## src/rtl/sevenseg_scan_driver.sv

```systemverilog
// sevenseg_scan_driver: round-robin seven-segment scanner with dead-time, per-digit blanking and frame-synced double buffering.
// Define SEVSEG_DP_EN to add double-buffered decimal-point input dp_in and output dp.
module sevenseg_scan_driver #(
    parameter int NUM_DIGITS  = 2,
    parameter int REFRESH_DIV = 20,
    parameter int DEAD_CYCLES = 2
) (
    input  logic                    clk,
    input  logic                    reset,
    input  logic                    load,
    input  logic [4*NUM_DIGITS-1:0] digits_in,
    input  logic [NUM_DIGITS-1:0]   blank_in,
`ifdef SEVSEG_DP_EN
    input  logic [NUM_DIGITS-1:0]   dp_in,
    output logic                    dp,
`endif
    output logic [6:0]              segs,
    output logic [NUM_DIGITS-1:0]   an,
    output logic                    frame_done
);
    localparam int SW = REFRESH_DIV > 1 ? $clog2(REFRESH_DIV) : 1;
    localparam int IW = NUM_DIGITS > 1 ? $clog2(NUM_DIGITS) : 1;
    localparam logic [SW-1:0] LAST_SLOT = SW'(REFRESH_DIV - 1);
    localparam logic [SW-1:0] DEAD = SW'(DEAD_CYCLES);
    localparam logic [IW-1:0] LAST_IDX = IW'(NUM_DIGITS - 1);
    localparam logic [6:0] SEG_LUT [16] = '{
        7'h01, 7'h4F, 7'h12, 7'h06, 7'h4C, 7'h24, 7'h20, 7'h0F,
        7'h00, 7'h04, 7'h08, 7'h60, 7'h31, 7'h42, 7'h30, 7'h38
    };

    logic [SW-1:0]           slot_cnt;
    logic [IW-1:0]           idx;
    logic                    pend;
    logic [4*NUM_DIGITS-1:0] pend_digits;
    logic [4*NUM_DIGITS-1:0] shadow_digits;
    logic [NUM_DIGITS-1:0]   pend_blank;
    logic [NUM_DIGITS-1:0]   shadow_blank;
    logic                    lit;
    logic [3:0]              nibble;

    assign frame_done = idx == LAST_IDX && slot_cnt == LAST_SLOT;
    assign nibble = shadow_digits[4*idx +: 4];
    assign lit = slot_cnt >= DEAD && !shadow_blank[idx];

    // Shadow only changes on the frame boundary so a frame never mixes old and new digits.
    always_ff @(posedge clk or posedge reset) begin
        if (reset) begin
            slot_cnt <= '0;
            idx <= '0;
            pend <= 1'b0;
            pend_digits <= '0;
            pend_blank <= '0;
            shadow_digits <= '0;
            shadow_blank <= '1;
        end else begin
            slot_cnt <= slot_cnt == LAST_SLOT ? '0 : slot_cnt + 1'b1;
            if (slot_cnt == LAST_SLOT)
                idx <= idx == LAST_IDX ? '0 : idx + 1'b1;
            if (frame_done && pend) begin
                shadow_digits <= pend_digits;
                shadow_blank <= pend_blank;
            end
            if (load) begin
                pend_digits <= digits_in;
                pend_blank <= blank_in;
            end
            pend <= load || (pend && !frame_done);
        end
    end

    always_ff @(posedge clk or posedge reset) begin
        if (reset) begin
            an <= '1;
            segs <= 7'h7F;
        end else begin
            an <= lit ? ~(NUM_DIGITS'(1) << idx) : '1;
            segs <= lit ? SEG_LUT[nibble] : 7'h7F;
        end
    end

`ifdef SEVSEG_DP_EN
    logic [NUM_DIGITS-1:0] pend_dp;
    logic [NUM_DIGITS-1:0] shadow_dp;

    always_ff @(posedge clk or posedge reset) begin
        if (reset) begin
            pend_dp <= '0;
            shadow_dp <= '0;
            dp <= 1'b1;
        end else begin
            if (load)
                pend_dp <= dp_in;
            if (frame_done && pend)
                shadow_dp <= pend_dp;
            dp <= lit ? ~shadow_dp[idx] : 1'b1;
        end
    end
`endif
endmodule

```

## config.mk

```make
export PLATFORM = sky130hd
export DESIGN_NAME = sevenseg_scan_driver
export DESIGN_NICKNAME = d
export VERILOG_FILES = /design/src/rtl/sevenseg_scan_driver.sv
export SDC_FILE = /design/constraint.sdc
export NUM_CORES = 1
export LEC_CHECK = 0
export BUFFER_PORTS_ARGS = -buffer_cell sky130_fd_sc_hd__buf_2
export CORE_ASPECT_RATIO = 1.25
export CORE_UTILIZATION = 40
export DETAILED_ROUTE_END_ITERATION = 10
export RECOVER_POWER = 100
export SYNTH_ARGS = -nofsm -noshare
export SYNTH_HDL_FRONTEND = slang
export SYNTH_SLANG_ARGS = --single-unit
```

## constraint.sdc

```tcl
create_clock -name clk -period 4.9 [get_ports clk]
set_input_delay 1.47 -clock clk [delete_from_list [all_inputs] [get_ports clk]]
set_output_delay 1.47 -clock clk [all_outputs]
set_load 0.005 [all_outputs]
```

==> results of run 1 <==
==> state kept, by name (all words and copies together), names as in the netlist <==
signal,flops
pend_digits,8
an,2
slot_cnt,5
idx,1
shadow_blank,2
pend_blank,2
shadow_digits,8
segs,7
pend,1
==> power by group <==
part           leakage [uW]  total, uW  internal (uW)  switching [uW]
clock             0.0000541        260            151             109
sequential         0.000410        348            331            16.3
combinational      0.000397       85.1           41.4            43.7
total              0.000860        693            523             169
==> metrics by stage <==
step / instance area (um2) / power, uW / hold slack (ns) / util
floorplan: 1797 / 414.7 / 0.4536 / -
global placement: 1952 / 441.8 / 0.4665 / 0.4651
detailed placement: 1952 / 445.4 / 0.4797 / 0.4651
CTS: 2063 / 705.6 / 0.4902 / 0.4917
global route: 2009 / 731.5 / 0.5029 / 0.4788
finish: 2009 / 692.7 / 0.4896 / 0.4788
==> metal layers <==
metal | wire length, um | vias up | part of all wire | track usage
met5 | 0 | - | 0 | 0
met4 | 44 | 0 | 0.015 | 0.06667
met3 | 94 | 4 | 0.032 | 0.04553
met2 | 1466 | 25 | 0.50 | 0.2170
met1 | 1311 | 546 | 0.45 | 0.1839
li1 | - | 571 | - | -
==> cell usage in the layout (no fill, tap or decap), types with 4 or more instances in the layout <==
cell,count
sky130_fd_sc_hd__buf_2,15
sky130_fd_sc_hd__clkbuf_1,8
sky130_fd_sc_hd__clkbuf_8,5
sky130_fd_sc_hd__dfrtp_1,25
sky130_fd_sc_hd__dfstp_2,11
sky130_fd_sc_hd__ha_1,9
sky130_fd_sc_hd__inv_1,8
sky130_fd_sc_hd__mux2_2,22
sky130_fd_sc_hd__mux2i_1,4
sky130_fd_sc_hd__nand2_1,10
sky130_fd_sc_hd__nand3_1,7
sky130_fd_sc_hd__nor2_1,10
sky130_fd_sc_hd__nor2b_1,4
sky130_fd_sc_hd__o211ai_1,4
sky130_fd_sc_hd__o21ai_0,8
==> path summary, 6_finish.rpt <==
path                                    endpoint  slack (ns)  depth (start not counted)
worst max-delay path                  frame_done        1.59                          6
worst min-delay path                 slot_cnt[0]        0.49                          1
worst max register to register           segs[6]        2.42                          6
worst min register to register       slot_cnt[0]        0.49                          1
max in group asynchronous       shadow_digits[0]        2.06                          3
min in group asynchronous                   pend        1.81                          3
==> area by class of cell <==
type                       instances  area [um2]  share of cell area
sequential                        36       914.6              0.4552
multi-input combinational        102       778.2              0.3873
timing repair buffer              23       105.1             0.05230
tap                               56       70.07             0.03487
clock buffer                       5       68.82             0.03425
clock inverter                     3       42.54             0.02117
inverter                           8       30.03             0.01494
==> worst reg2reg max path, delay by kind of cell, from the launching register on <==
| kind | cells | cell delay (ns) |
|---|---|---|
| compound gates | 3 | 0.66 |
| flops | 1 | 0.84 |
| fa+ha+maj | 1 | 0.34 |
| simple gates | 1 | 0.07 |
| mux | 1 | 0.50 |
==> kinds of logic (layout without fill, tap and decap cells) <==
group           count (synthesis)  count (layout)
compound gates                 22              22
xor+xnor                        3               3
fa+ha+maj                       9               9
buf+inv                        14              39
flops                          36              36
mux                            26              26
simple gates                   42              42
==> impl_metrics.csv, run 1 <==
group,metric,value,unit
status,run_status,"complete, but fails checks",
status,failing_checks,"max-capacitance violations, max-slew violations",
synth,netlist-cell-type-count,36,
synth,synth_simple_gate_area_frac,0.1267,
placed_design,post-place-cells,225,
synth,synth-warning-count,0,
clocking,tritoncts_clock_tree,"yes",
drt,routed_wl,2916,um
synth,postSynth.asyncResetShare,1.000,
critical_path,critical_path_peak_fanout,6,
placed_design,place_hpwl,2103,um
drt,drt_first_iter_violations,26,
sta,min_period,3.307,ns
drt,drtAntennaViolNets,0,
drt,drt_pre_antenna_iters,4,
floorplan,core-area,4197,um2
clocking,clock_insertion_delay_worst_skew,0.29,ns
synth,synthFlopType,"sky130_fd_sc_hd__dfrtp_1",
clocking,clkSlewWorstSetupHoldPaths,0.07,ns
critical_path,worst_path_dominant_cell_family,"simple AND/OR/NAND/NOR gates",
critical_path,critical_path_buf_inv_count,2,
sta,timing.setup.tns,0,ns
synth,number_of_flops_mapped_to_enable_cells_by_yosys,0,
sta,max_freq,302.4,MHz
clocking,cts_buffer_depth,2,
floorplan,chipWidth,61.95,um
global_routing,antenna_violations_before_repair,0,
synth,synth_seq_area_share,0.5091,
worst_hold_path,timing.hold.worst.start,"slot_cnt[0]",
floorplan,die-height,76.93,um
layout,fill_cells,390,
synth,synth_area_per_cell,11.82,um2
sta,worst_slew_pin_slew,1.802,ns
floorplan,floorplan.initialDensity,0.4281,
critical_path,criticalPathCategory,"flip-flop to primary output",
layout,n_antenna_cell,0,
critical_path,worstPathCellList,"ha_1 -> nand2_1 -> nor3_1 -> nand2_1 -> inv_1 -> buf_2",
synth,yosysTopAreaCell,"sky130_fd_sc_hd__dfrtp_1",
synth,compound_gate_fraction_of_synth_area,0.09192,
layout,synthToLayoutAreaGrowth,11.84,%
layout,post_layout_nonfiller_instances,233,
critical_path,crit-reg2reg-launch,"idx",
synth,yosysTopAreaCellShare,0.3482,
global_routing,wire_length_of_the_first_global_routing_pass,5037,um
placed_design,place.gp.congestion,0.7948,
synth,yosysMostFrequentCell,"sky130_fd_sc_hd__dfrtp_1",
synth,post_synth_fa_ha_maj_area_fraction,0.06267,
clocking,cts_setup_buffers,0,
drt,via_count,1146,
global_routing,vias_in_the_first_global_route,1098,
floorplan,placement_rows,26,
synth,netlist_instances,152,
clocking,ctsHoldBuffers,0,
clocking,clock_tree_sinks,36,
worst_hold_path,hold_path.class,"flip-flop to flip-flop",
power_and_ir_drop,p_per_area,344.7,nW/um2
clocking,cts_made_buffers,5,
critical_path,timing.critical_path.to_type,"primary output",
synth,yosys.area_share.xor_xnor,0.01462,
synth,multiplexer_share_of_the_synthesized_area,0.1602,
drt,wire_per_inst,12.52,um
clocking,cell_chosen_for_the_clock_root,"sky130_fd_sc_hd__clkbuf_8",
sta,finalHoldViolCount,0,
power_and_ir_drop,leakagePower,0.0008605,uW
flow_run,cap_violations,1,
sta,layout_setup_ws,1.593,ns
global_routing,grt_overflow,0,
sta,rsz0062_at_grt,"no",
placed_design,detailedPlace.worstSlack,2.109,ns
drt,vias_per_instance,4.918,
clocking,cts-htree-levels,2,
synth,dominant_combinational_cell_family_by_area_after_synthesis,"multiplexers",
synth,post_synth_most_frequent_cells,"sky130_fd_sc_hd__dfrtp_1, sky130_fd_sc_hd__mux2_2, sky130_fd_sc_hd__dfstp_2, sky130_fd_sc_hd__nand2_1, sky130_fd_sc_hd__nor2_1",
floorplan,dieArea,4765,um2
critical_path,cp_slowest_stage_delay,0.52,ns
sta,timing.final.crit_share,0.6748,
power_and_ir_drop,irDropWorstVdd,0.1902,mV
layout,layout-drive-gt1-share,0.3333,
synth,ys_ff_latch,36,
critical_path,critPathLaunch,"slot_cnt[1]",
sta,timing.final.max_slew_violations,37,
clocking,ctsResizeCount,0,
sta,relSlewSlack,-0.2016,
global_routing,grt_start_max_net_pins,37,
layout,nets,198,
critical_path,crit_top_cell,"sky130_fd_sc_hd__nand2_1",
sta,clock_skew,0.005808,ns
synth,synth.area.top_cells,"sky130_fd_sc_hd__dfrtp_1, sky130_fd_sc_hd__dfstp_2, sky130_fd_sc_hd__mux2_2, sky130_fd_sc_hd__ha_1, sky130_fd_sc_hd__mux2i_1",
critical_path,cp-start-kind,"flip-flop",
placed_design,buffer_ports.inserted,22,
synth,synthesis.nets,174,
critical_path,timing.critical_path.arrival,1.84,ns
sta,final-setup-viol-count,0,
critical_path,crit_required,3.43,ns
synth,mappedNetlistArea,1797,um2
drt,route.detailed.drc,0,
floorplan,design.portCount,23,
critical_path,cpMaxStageDelayCell,"sky130_fd_sc_hd__nor3_1",
global_routing,groute.usage.overall,0.1442,
No activity file was read; power rests on OpenSTA's default activity.
==> inputs of run 2 (changes only) <==
clock period = 2.93 ns   (was 4.9 ns; I/O delays follow)
==> impl_metrics.csv, run 2 (synthesis results as in run 1) <==
group,metric,value,unit
status,run_status,"finished clean",
worst_hold_path,timing.hold.worst.start,"slot_cnt[0]",
power_and_ir_drop,p_per_area,587.3,nW/um2
clocking,cts_made_buffers,5,
worst_hold_path,timing.hold.worst_path_depth,1,
drt,drt_pre_antenna_iters,4,
clocking,ctsHoldBuffers,0,
layout,layout-drive-gt1-share,0.3483,
layout,final_core_utilization,0.4878,
placed_design,post-place-cells,226,
layout,nets,199,
layout,most-common-layout-cells,"sky130_fd_sc_hd__dfrtp_1, sky130_fd_sc_hd__mux2_2, sky130_fd_sc_hd__buf_2",
layout,final-seq-area,914.6,um2
flow_run,cap_violations,0,
global_routing,groute.usage.overall,0.1506,
floorplan,die-height,76.93,um
power_and_ir_drop,leakagePower,0.0008844,uW
sta,final-setup-viol-count,0,
drt,via_count,1177,
clocking,clock_insertion_delay_worst_skew,0.28,ns
sta,fin_hold_ws,0.4828,ns
layout,final_common_cell,"sky130_fd_sc_hd__dfrtp_1",
global_routing,grt_overflow,0,
clocking,cts-htree-levels,2,
drt,vias_per_instance,5.030,
sta,min_period,2.605,ns
global_routing,antenna_violations_before_repair,0,
critical_path,critPathLaunch,"idx",
floorplan,placement_rows,26,
floorplan,dieArea,4765,um2
drt,drtAntennaViolNets,0,
sta,timing.setup.tns,0,ns
floorplan,core-area,4197,um2
clocking,clkSlewWorstSetupHoldPaths,0.07,ns
drt,drt_first_iter_violations,36,
critical_path,reg_to_reg_setup_timing_slack,0.55,ns
global_routing,vias_in_the_first_global_route,1144,
layout,n_antenna_cell,0,
drt,wire_per_inst,12.87,um
clocking,ctsResizeCount,0,
critical_path,worstRegToRegCells,4,
layout,post_layout_nonfiller_instances,234,
layout,area_occupied_by_multi_input_gates,792.0,um2
sta,finalHoldViolCount,0,
placed_design,place_hpwl,2175,um
sta,worst_slew_pin_slew,0.9347,ns
power_and_ir_drop,power.total,1202,uW
placed_design,place.gp.congestion,0.8045,
drt,route.detailed.drc,0,
sta,timing.final.crit_share,0.8889,
clocking,tritoncts_clock_tree,"yes",
sta,timing.final.max_slew_violations,0,
worst_hold_path,hold_path.class,"flip-flop to flip-flop",
critical_path,criticalPathCategory,"flip-flop to primary output",
critical_path,cp-start-kind,"flip-flop",
clocking,cts_buffer_depth,2,
floorplan,design.portCount,23,
critical_path,timing.critical_path.arrival,1.73,ns
sta,rsz0062_at_grt,"no",
clocking,clock_tree_sinks,36,
sta,relSlewSlack,0.3731,
critical_path,crit_required,2.05,ns
layout,fill_cells,392,
clocking,cts_setup_buffers,0,
global_routing,wire_length_of_the_first_global_routing_pass,5326,um
clocking,cell_chosen_for_the_clock_root,"sky130_fd_sc_hd__clkbuf_8",
power_and_ir_drop,irDropWorstVdd,0.3755,mV
critical_path,critical_path_peak_fanout,20,
critical_path,timing.critical_path.to_type,"primary output",
drt,routed_wl,3011,um
layout,synthToLayoutAreaGrowth,13.93,%
global_routing,grt_start_max_net_pins,37,
sta,max_freq,384.0,MHz
floorplan,floorplan.initialDensity,0.4281,
critical_path,crit-reg2reg-launch,"idx",
floorplan,chipWidth,61.95,um
layout,layout_top_registers,"pend_digits (8), shadow_digits (8), segs (7)",
sta,clock_skew,0.003433,ns
placed_design,buffer_ports.inserted,22,
run 2: area by class of cell:
type	instances	area share
Tap cell	56	0.03423
Timing Repair Buffer	24	0.05562
Clock buffer	7	0.04707
Clock inverter	1	0.01467
Sequential cell	36	0.4468
Inverter	8	0.01467
Multi-Input combinational cell	102	0.3869
run 2: critical path, cell delays in order, from the launching register on:
cell	delay, ns
sky130_fd_sc_hd__dfrtp_1	0.46
sky130_fd_sc_hd__clkbuf_1	0.66
sky130_fd_sc_hd__nand2_1	0.14
sky130_fd_sc_hd__inv_1	0.08
sky130_fd_sc_hd__buf_2	0.11
run 2: per-stage QoR:
| step | worst slack, ns | cell area (um2) |
|---|---|---|
| 4_1_cts | 0.4519 | 2086 |
| 5_1_grt | 0.2109 | 2047 |
| 2_1_floorplan | 0.8071 | 1797 |
| 3_3_place_gp | 0.8426 | 1959 |
| 3_5_place_dp | 0.7637 | 1959 |
| 6_report | 0.3255 | 2047 |
run 2: final timing paths:
path	end
worst max-delay path	frame_done
worst min-delay path	slot_cnt[0]
worst max register to register	segs[2]
worst min register to register	slot_cnt[0]
max in group asynchronous	segs[0]
min in group asynchronous	slot_cnt[1]
run 2: layer usage:
layer / track usage / vias up / share of wire
met1: 0.1926 / 561 / 0.44
met4: 0.05333 / 0 / 0.019
met2: 0.2383 / 34 / 0.50
met3: 0.04047 / 7 / 0.044
li1: - / 575 / -
met5: 0 / - / 0
run 2: power breakdown:
group	leakage (uW)	total (uW)	internal, uW	switching [uW]
registers	0.000410	582	554	27.9
clock network	0.0000645	472	300	172
logic	0.000410	148	72.4	75.9
==> inputs of run 3 (changes only) <==
clock period = 2.85 ns   (was 2.93 ns; I/O delays follow)
==> impl_metrics.csv, run 3 (synthesis results as in run 1) <==
group,metric,value,unit
floorplan,dieArea,4765,um2
global_routing,wire_length_of_the_first_global_routing_pass,5306,um
floorplan,design.portCount,23,
drt,drtAntennaViolNets,0,
critical_path,crit_required,2.00,ns
clocking,cts_buffer_depth,2,
critical_path,r2r-end,"segs[6]",
worst_hold_path,timing.hold.worst_path_depth,1,
clocking,cts_made_buffers,5,
drt,via_count,1164,
layout,nets,199,
status,run_status,"finished clean",
clocking,tritoncts_clock_tree,"yes",
power_and_ir_drop,p_per_area,544.5,nW/um2
power_and_ir_drop,power.total,1090,uW
placed_design,place.gp.congestion,0.7764,
critical_path,cpMaxStageDelayCell,"sky130_fd_sc_hd__dfrtp_1",
placed_design,place_hpwl,2205,um
layout,final_common_cell,"sky130_fd_sc_hd__dfrtp_1",
drt,drt_pre_antenna_iters,4,
drt,wire_per_inst,13.29,um
critical_path,worst_path_dominant_cell_family,"simple AND/OR/NAND/NOR gates",
clocking,clock_insertion_delay_worst_skew,0.28,ns
drt,route.detailed.drc,0,
worst_hold_path,hold_path_sink,"pend",
global_routing,grt_start_max_net_pins,37,
power_and_ir_drop,irDropWorstVdd,0.3882,mV
placed_design,buffer_ports.inserted,22,
critical_path,crit_top_cell,"sky130_fd_sc_hd__nand2_1",
drt,drt_first_iter_violations,41,
clocking,clkSlewWorstSetupHoldPaths,0.07,ns
critical_path,cp-start-kind,"flip-flop",
sta,relSlewSlack,0.4202,
critical_path,crit-reg2reg-launch,"idx",
global_routing,antenna_violations_before_repair,0,
floorplan,core-area,4197,um2
layout,layout-drive-gt1-share,0.3371,
sta,timing.setup.tns,0,ns
clocking,clock_tree_sinks,36,
clocking,ctsResizeCount,0,
layout,n_antenna_cell,0,
sta,final-setup-viol-count,0,
layout,post-route-cell-area,2002,um2
worst_hold_path,timing.hold.worst.start,"pend",
critical_path,critical_path_peak_fanout,6,
global_routing,vias_in_the_first_global_route,1184,
critical_path,cp_slowest_stage_delay,0.39,ns
layout,synthToLayoutAreaGrowth,11.42,%
worst_hold_path,hold_path.class,"flip-flop to flip-flop",
critical_path,reg_to_reg_setup_timing_slack,0.82,ns
critical_path,timing.critical_path.arrival,1.53,ns
sta,worst_slew_pin_slew,0.8644,ns
floorplan,chipWidth,61.95,um
floorplan,die-height,76.93,um
drt,routed_wl,3109,um
sta,max_freq,418.7,MHz
layout,most-common-layout-cells,"sky130_fd_sc_hd__dfrtp_1, sky130_fd_sc_hd__mux2_2, sky130_fd_sc_hd__buf_2",
sta,rsz0062_at_grt,"no",
floorplan,placement_rows,26,
clocking,cts_setup_buffers,0,
layout,layout_top_registers,"pend_digits (8), shadow_digits (8), segs (7)",
clocking,ctsHoldBuffers,0,
critical_path,worstRegToRegCells,6,
clocking,cts-htree-levels,2,
critical_path,criticalPathCategory,"flip-flop to primary output",
drt,vias_per_instance,4.974,
global_routing,grt_overflow,0,
sta,min_period,2.388,ns
critical_path,worstPathCellList,"ha_1 -> nand2_1 -> nor3_4 -> nand2_1 -> inv_1 -> buf_2",
flow_run,cap_violations,0,
sta,timing.final.max_slew_violations,0,
critical_path,critical_path_buf_inv_count,2,
clocking,cell_chosen_for_the_clock_root,"sky130_fd_sc_hd__clkbuf_8",
placed_design,dpl_cell_area,1959,um2
floorplan,floorplan.initialDensity,0.4281,
sta,timing.final.crit_share,0.8380,
global_routing,groute.usage.overall,0.1531,
sta,clock_skew,0.006086,ns
power_and_ir_drop,leakagePower,0.0008600,uW
critical_path,timing.critical_path.to_type,"primary output",
sta,finalHoldViolCount,0,
==> run 3: worst max-delay path by stage <==
stage	end	cells after the start	from
3_3_place_gp	frame_done	6	slot_cnt[0]
6_report	frame_done	6	slot_cnt[0]
4_1_cts	frame_done	6	slot_cnt[1]
3_5_place_dp	frame_done	6	slot_cnt[1]
2_1_floorplan	segs[6]	9	idx
5_1_grt	frame_done	6	slot_cnt[1]
==> run 3: metrics by stage <==
stage / hold slack (ns) / utilization / setup slack, ns / instances
finish: 0.4840 / 0.4770 / 0.4617 / 234
global route: 0.4994 / 0.4770 / 0.3105 / 234
CTS: 0.4905 / 0.4863 / 0.3898 / 234
detailed placement: 0.4793 / 0.4669 / 0.7089 / 226
global placement: 0.4644 / 0.4669 / 0.7863 / 226
floorplan: 0.4536 / - / 0.7271 / 152
==> run 3: cell type report <==
cell class / instances / area (um2)
inverters: 8 / 30.03
well taps: 56 / 70.07
flip-flops and latches: 36 / 914.6
repair buffers: 24 / 116.4
multi-input cells: 102 / 789.5
clock inverters: 1 / 5.005
fillers: 413 / 2195
clock buffers: 7 / 76.32
==> run 3: worst reg2reg max path, stage by stage, from the launching register on <==
cell and delay (ns):
sky130_fd_sc_hd__dfrtp_1 0.48, sky130_fd_sc_hd__mux2i_1 0.45, sky130_fd_sc_hd__ha_1 0.32, sky130_fd_sc_hd__nor2_1 0.06, sky130_fd_sc_hd__o32ai_1 0.36, sky130_fd_sc_hd__a21oi_1 0.11, sky130_fd_sc_hd__o21ai_0 0.18
==> run 3: routing by layer <==
layer	up-vias	track usage	routed length, um
met2	24	0.2479	1629
met1	555	0.1809	1352
met5	-	0	0
met4	0	0.06000	24
met3	2	0.05059	102
li1	583	-	-
==> run 3: power by group <==
group	internal [uW]	total, uW	switching [uW]
combinational	72.6	148	75.4
clock	171	343	171
sequential	570	599	29.3
total	814	1090	276
